### src/rtl/cskips_60bit_seq.sv
// Block-serial borrow-skip subtractor: diff = minuend - subtrahend - bin, one BLOCK-bit slice per cycle.
// Optional build macro CSKIPS_EARLY_DONE_EN finishes early once the remaining upper operand bits are all zero.
module cskips_60bit_seq #(
  parameter int WIDTH = 60,
  parameter int BLOCK = 4
) (
  input  logic             clk,
  input  logic             rst_n,
  input  logic             i_valid,
  output logic             o_ready,
  input  logic [WIDTH-1:0] i_minuend,
  input  logic [WIDTH-1:0] i_subtrahend,
  input  logic             i_bin,
  output logic             o_valid,
  input  logic             i_ready,
  output logic [WIDTH-1:0] o_diff,
  output logic             o_bout
);

  // state | meaning
  // IDLE  | waiting for operands, o_ready=1
  // RUN   | subtracting block k, one block per cycle
  // DONE  | result presented, o_valid=1 until i_ready
  localparam int NBLK = WIDTH / BLOCK;
  localparam int KW   = (NBLK > 1) ? $clog2(NBLK) : 1;

  typedef enum logic [1:0] {IDLE = 2'd0, RUN = 2'd1, DONE = 2'd2} state_t;

  state_t           state;
  logic [WIDTH-1:0] a_q;
  logic [WIDTH-1:0] b_q;
  logic             borrow_q;
  logic [KW-1:0]    k_q;

  logic [BLOCK-1:0] blk_a;
  logic [BLOCK-1:0] blk_b;
  logic [BLOCK:0]   rip;
  logic             blk_p;
  logic             borrow_nxt;
  logic             last_blk;

  always_comb begin
    blk_a      = a_q[k_q*BLOCK +: BLOCK];
    blk_b      = b_q[k_q*BLOCK +: BLOCK];
    rip        = {1'b0, blk_a} - {1'b0, blk_b} - {{BLOCK{1'b0}}, borrow_q};
    blk_p      = &(blk_a ~^ blk_b);
    // A block whose bit pairs all match passes the incoming borrow straight through.
    borrow_nxt = blk_p ? borrow_q : rip[BLOCK];
    last_blk   = (k_q == KW'(NBLK - 1));
  end

`ifdef CSKIPS_EARLY_DONE_EN
  logic [WIDTH-1:0] hi_mask;
  logic             early;

  always_comb begin
    hi_mask = {WIDTH{1'b1}} << (k_q * BLOCK);
    early   = (k_q != '0) && (((a_q | b_q) & hi_mask) == '0);
  end
`endif

  always_ff @(posedge clk or negedge rst_n) begin
    if (!rst_n) begin
      state    <= IDLE;
      o_ready  <= 1'b1;
      o_valid  <= 1'b0;
      o_diff   <= '0;
      o_bout   <= 1'b0;
      a_q      <= '0;
      b_q      <= '0;
      borrow_q <= 1'b0;
      k_q      <= '0;
    end else begin
      case (state)
        IDLE: begin
          if (i_valid) begin
            a_q      <= i_minuend;
            b_q      <= i_subtrahend;
            borrow_q <= i_bin;
            k_q      <= '0;
            o_diff   <= '0;
            o_ready  <= 1'b0;
            state    <= RUN;
          end
        end
        RUN: begin
          o_diff[k_q*BLOCK +: BLOCK] <= rip[BLOCK-1:0];
          borrow_q <= borrow_nxt;
          k_q      <= k_q + 1'b1;
          if (last_blk) begin
            o_bout  <= borrow_nxt;
            o_valid <= 1'b1;
            state   <= DONE;
          end
`ifdef CSKIPS_EARLY_DONE_EN
          // Zero upper operands leave only the borrow to propagate: fill with it and stop.
          if (early) begin
            o_diff  <= o_diff | (borrow_q ? hi_mask : '0);
            o_bout  <= borrow_q;
            o_valid <= 1'b1;
            state   <= DONE;
          end
`endif
        end
        DONE: begin
          if (i_ready) begin
            o_valid <= 1'b0;
            o_ready <= 1'b1;
            state   <= IDLE;
          end
        end
        default: begin
          state   <= IDLE;
          o_ready <= 1'b1;
          o_valid <= 1'b0;
        end
      endcase
    end
  end

endmodule
### config.mk
export PLATFORM = sky130hd
export DESIGN_NAME = cskips_60bit_seq
export DESIGN_NICKNAME = d
export VERILOG_FILES = /design/src/rtl/cskips_60bit_seq.sv
export SDC_FILE = /design/constraint.sdc
export NUM_CORES = 1
export LEC_CHECK = 0
export CAP_MARGIN = 20
export CORE_ASPECT_RATIO = 0.6
export CORE_MARGIN = 2
export CORE_UTILIZATION = 38
export DETAILED_ROUTE_END_ITERATION = 7
export GPL_TIMING_DRIVEN = 0
export SLEW_MARGIN = 20
export SYNTH_ARGS = -nofsm -noshare
export SYNTH_HDL_FRONTEND = slang
export SYNTH_SLANG_ARGS = --single-unit
### constraint.sdc
create_clock -name clk -period 10.6 [get_ports clk]
set_input_delay 2.12 -clock clk [delete_from_list [all_inputs] [get_ports clk]]
set_output_delay 2.12 -clock clk [all_outputs]
set_load 0.01 [all_outputs]
==> flow_metrics.py <==
metrics = {
    "status": {
        "status": "finished, final reports clean",
    },
    "timing": {
        "tightestPinTransition_ns": 0.742,
        "fmax_mhz": 234,
        "hold_viol": 0,
        "period_share_pct": 40.4,
        "finalCriticalPeriod_ns": 4.28,
        "skew_ns": 0.00991,
        "setup_viol": 0,
        "relSlewSlack_pct": 50.6,
        "rsz0062_at_grt": "no",
        "tns_ns": 0,
        "slew_viol_final": 0,
    },
    "global_routing": {
        "use_met2_pct": 28.8,
        "track_usage_pct": 23.3,
        "use_met1_pct": 38.0,
        "grt_max_degree": 96,
        "grt_pass1_wl_microns": 41100,
        "top_usage_layer": "met1",
        "grt-ovfl-total": 0,
        "grt_use_met3_pct": 6.61,
        "grt_pass1_vias": 7027,
        "antenna_found_initial": 1,
    },
    "setup_path": {
        "reg2reg_slack_ns": 6.32,
        "critical_path_buf_inv_count": 7,
        "critPathKind": "register to register",
        "path_cells": "buf_6 > buf_12 > buf_12 > buf_4 > buf_2 > mux4_2 > mux4_2 > ha_1 > xnor2_1 > inv_1 > or3_1 > buf_1 > o21ai_0",
        "crit_family": "buffers and inverters",
        "critPathLaunchType": "register",
        "critPathRequiredTime_ns": 10.97,
        "crit_arrival_ns": 4.66,
        "critPathSlowestCell": "xnor2_1",
        "worst_setup_path_end_kind": "register",
        "worstPathMaxFanout": 10,
        "cp_num_cells": 13,
        "reg2reg_depth": 13,
        "cp_slowest_stage_delay_ns": 0.52,
    },
    "clock_network": {
        "cts_tree": "done",
        "h-tree-depth": 4,
        "cts_sinks": 190,
        "hold_buffers": 0,
        "cts_buffer_depth": 2,
        "clock_latency_ns": 0.45,
        "cts_resized": 0,
        "cts_buffers": 17,
        "cts.clk_slew.worst_paths_ns": 0.07,
        "postCtsSetupRepairBufs": 0,
        "cts_root_buffer": "clkbuf_16",
    },
    "place": {
        "dp_cells": 1405,
        "hpwl_microns": 19600,
        "place.port_buffers": 187,
        "placed_cell_area_sq_um": 11000,
        "place_congestion": 0.818,
    },
    "finish": {
        "layout_common_cells": "nand2_1, dfrtp_1, clkdlybuf4s50_1",
        "final.fill_count": 2081,
        "fin_util_pct": 52.2,
        "drive_above_1_share_pct": 6.91,
        "final_common_cell": "nand2_1",
        "syn_to_final_growth_pct": 33.7,
        "final_cell_area_sq_um": 11600,
        "finalNonFillerCells": 1438,
        "layout.nets": 1251,
    },
    "drt": {
        "wl_per_cell_microns": 18.6,
        "ant_nets": 0,
        "drt_first_pass_iters": 5,
        "wirelength_microns": 26700,
        "viasPerCell": 4.98,
        "route.detailed.drc": 0,
        "drtIter0Drc": 399,
        "vias": 7165,
    },
    "yosys": {
        "synthCells": 908,
        "yosysSeqAreaShare_pct": 54.6,
        "synth_edf_count": 0,
        "netlist_area_sq_um": 8700,
        "ys_async_sr_fraction_pct": 100,
        "synth_top_flop_cell": "dfrtp_1",
        "yosys_warnings": 0,
        "syn-num-nets": 1043,
        "yosysUniqueCellTypes": 45,
        "ys_seq_elements": 190,
        "avgSynthCellArea_sq_um": 9.59,
    },
    "pwr": {
        "switching_share_pct": 43.1,
        "power_density_nw_per_um2": 341,
        "internal_power_mw": 2.26,
        "clock_power_share_pct": 17.1,
        "pwr-share-comb_pct": 52.5,
        "p_sw_mw": 1.71,
        "power_frac_seq_pct": 30.3,
        "power_leakage_nw": 5.40,
        "vdd.ir_drop.worst_uv": 208,
    },
    "floorplanning": {
        "std_cell_rows": 42,
        "start_util_pct": 39.1,
        "dieArea_sq_um": 24200,
        "io_pins": 188,
        "fp.dieH_microns": 121,
        "core_sq_um": 22300,
        "die_w_microns": 199,
    },
    "min_path": {
        "holdPathStages": 2,
        "hold_path.class": "register to register",
    },
    "flow_run": {
        "drv_cap": 0,
    },
}
## metal layers
| metal | routed length [microns] | vias up |
|---|---|---|
| met3 | 2140 | 30 |
| met2 | 10200 | 231 |
| li1 | - | 3406 |
| met5 | 0 | - |
| met4 | 433 | 0 |
| met1 | 14000 | 3498 |
## metrics by stage
stage | setup WS [ns] | hold slack [ns] | power, mW
2_1_floorplan | 7.10 | 0.438 | 2.48
3_3_place_gp | -0.823 | 0.456 | 3.24
3_5_place_dp | 5.92 | 0.458 | 3.27
4_1_cts | 6.36 | 0.475 | 3.97
5_1_grt | 6.05 | 0.487 | 4.24
6_report | 6.32 | 0.473 | 3.97
## flip-flops by register name, indices dropped and copies added (netlist names), 2 cells and up
| signal | cells |
|---|---|
| a_q | 60 |
| b_q | 60 |
| k_q | 4 |
| o_diff | 60 |
| state | 2 |
## worst min-delay path: cells and delay by family, from the launching register on
| kind | cells | cell delay (ns) |
|---|---|---|
| AND/OR/NAND/NOR | 2 | 0.10 |
| flip-flops | 1 | 0.34 |
## cell families (layout without fill, tap and decap cells)
family	after synthesis	after routing	share of synthesized area, %
compound gates	65	65	4.34
xor+xnor	8	8	0.891
fa+ha+maj	10	10	1.61
buf+inv	66	287	3.52
flops	190	190	54.6
mux	77	77	12.4
other cells	0	1	0
simple gates	492	492	22.6
## cell type report
type	count	area, sq um	share of cell area, %
antenna	1	2.50	0.0215
buffer	52	254	2.18
clock buffer	20	457	3.92
clock inverter	12	158	1.35
inverter	14	52.6	0.452
multi-input combinational	652	3640	31.3
sequential	190	4760	40.9
tap	308	385	3.31
timing repair buffer	189	1930	16.6
## path summary, 6_finish.rpt
path,startpoint,end
worst max-delay path,k_q[1],o_diff[34]
worst min-delay path,a_q[56],a_q[56]
worst max register to register,k_q[1],o_diff[34]
worst min register to register,a_q[56],a_q[56]
max in group asynchronous,rst_n,o_diff[37]
min in group asynchronous,rst_n,b_q[27]
## power by group through the flow
stage / registers, mW / logic, mW / clock network (mW)
finish: 1.20 / 2.09 / 0.680
global route: 1.24 / 2.28 / 0.723
CTS: 1.20 / 2.08 / 0.690
detailed placement: 1.21 / 2.06 / 0
global placement: 1.21 / 2.03 / 0
floorplan: 1.20 / 1.28 / 0
## cells in the mapped netlist, types with 2 or more instances
cell type,instances,area [sq um]
a21oi_1,6,30.0
a221o_1,2,20.0
a22oi_1,5,37.5
and3_1,4,25.0
buf_1,6,22.5
buf_12,2,40.0
buf_2,6,30.0
buf_6,2,22.5
clkbuf_1,35,131
dfrtp_1,189,4730
fa_1,2,40.0
ha_1,8,100
inv_1,11,41.3
inv_2,3,11.3
mux2_2,2,22.5
mux2i_1,49,490
mux4_2,24,541
nand2_1,414,1550
nand2b_1,2,12.5
nand3_1,37,185
nand4_1,3,18.8
nor2_1,16,60.1
nor2b_1,4,25.0
nor3_1,2,10.0
nor4_1,3,18.8
o211a_1,2,20.0
o21ai_0,35,175
o21ai_1,8,40.0
o2bb2ai_1,2,17.5
o31ai_1,2,15.0
or3_1,3,18.8
xnor2_1,4,35.0
xor2_1,3,26.3
Note: power is estimated with default switching activity, not from simulation.
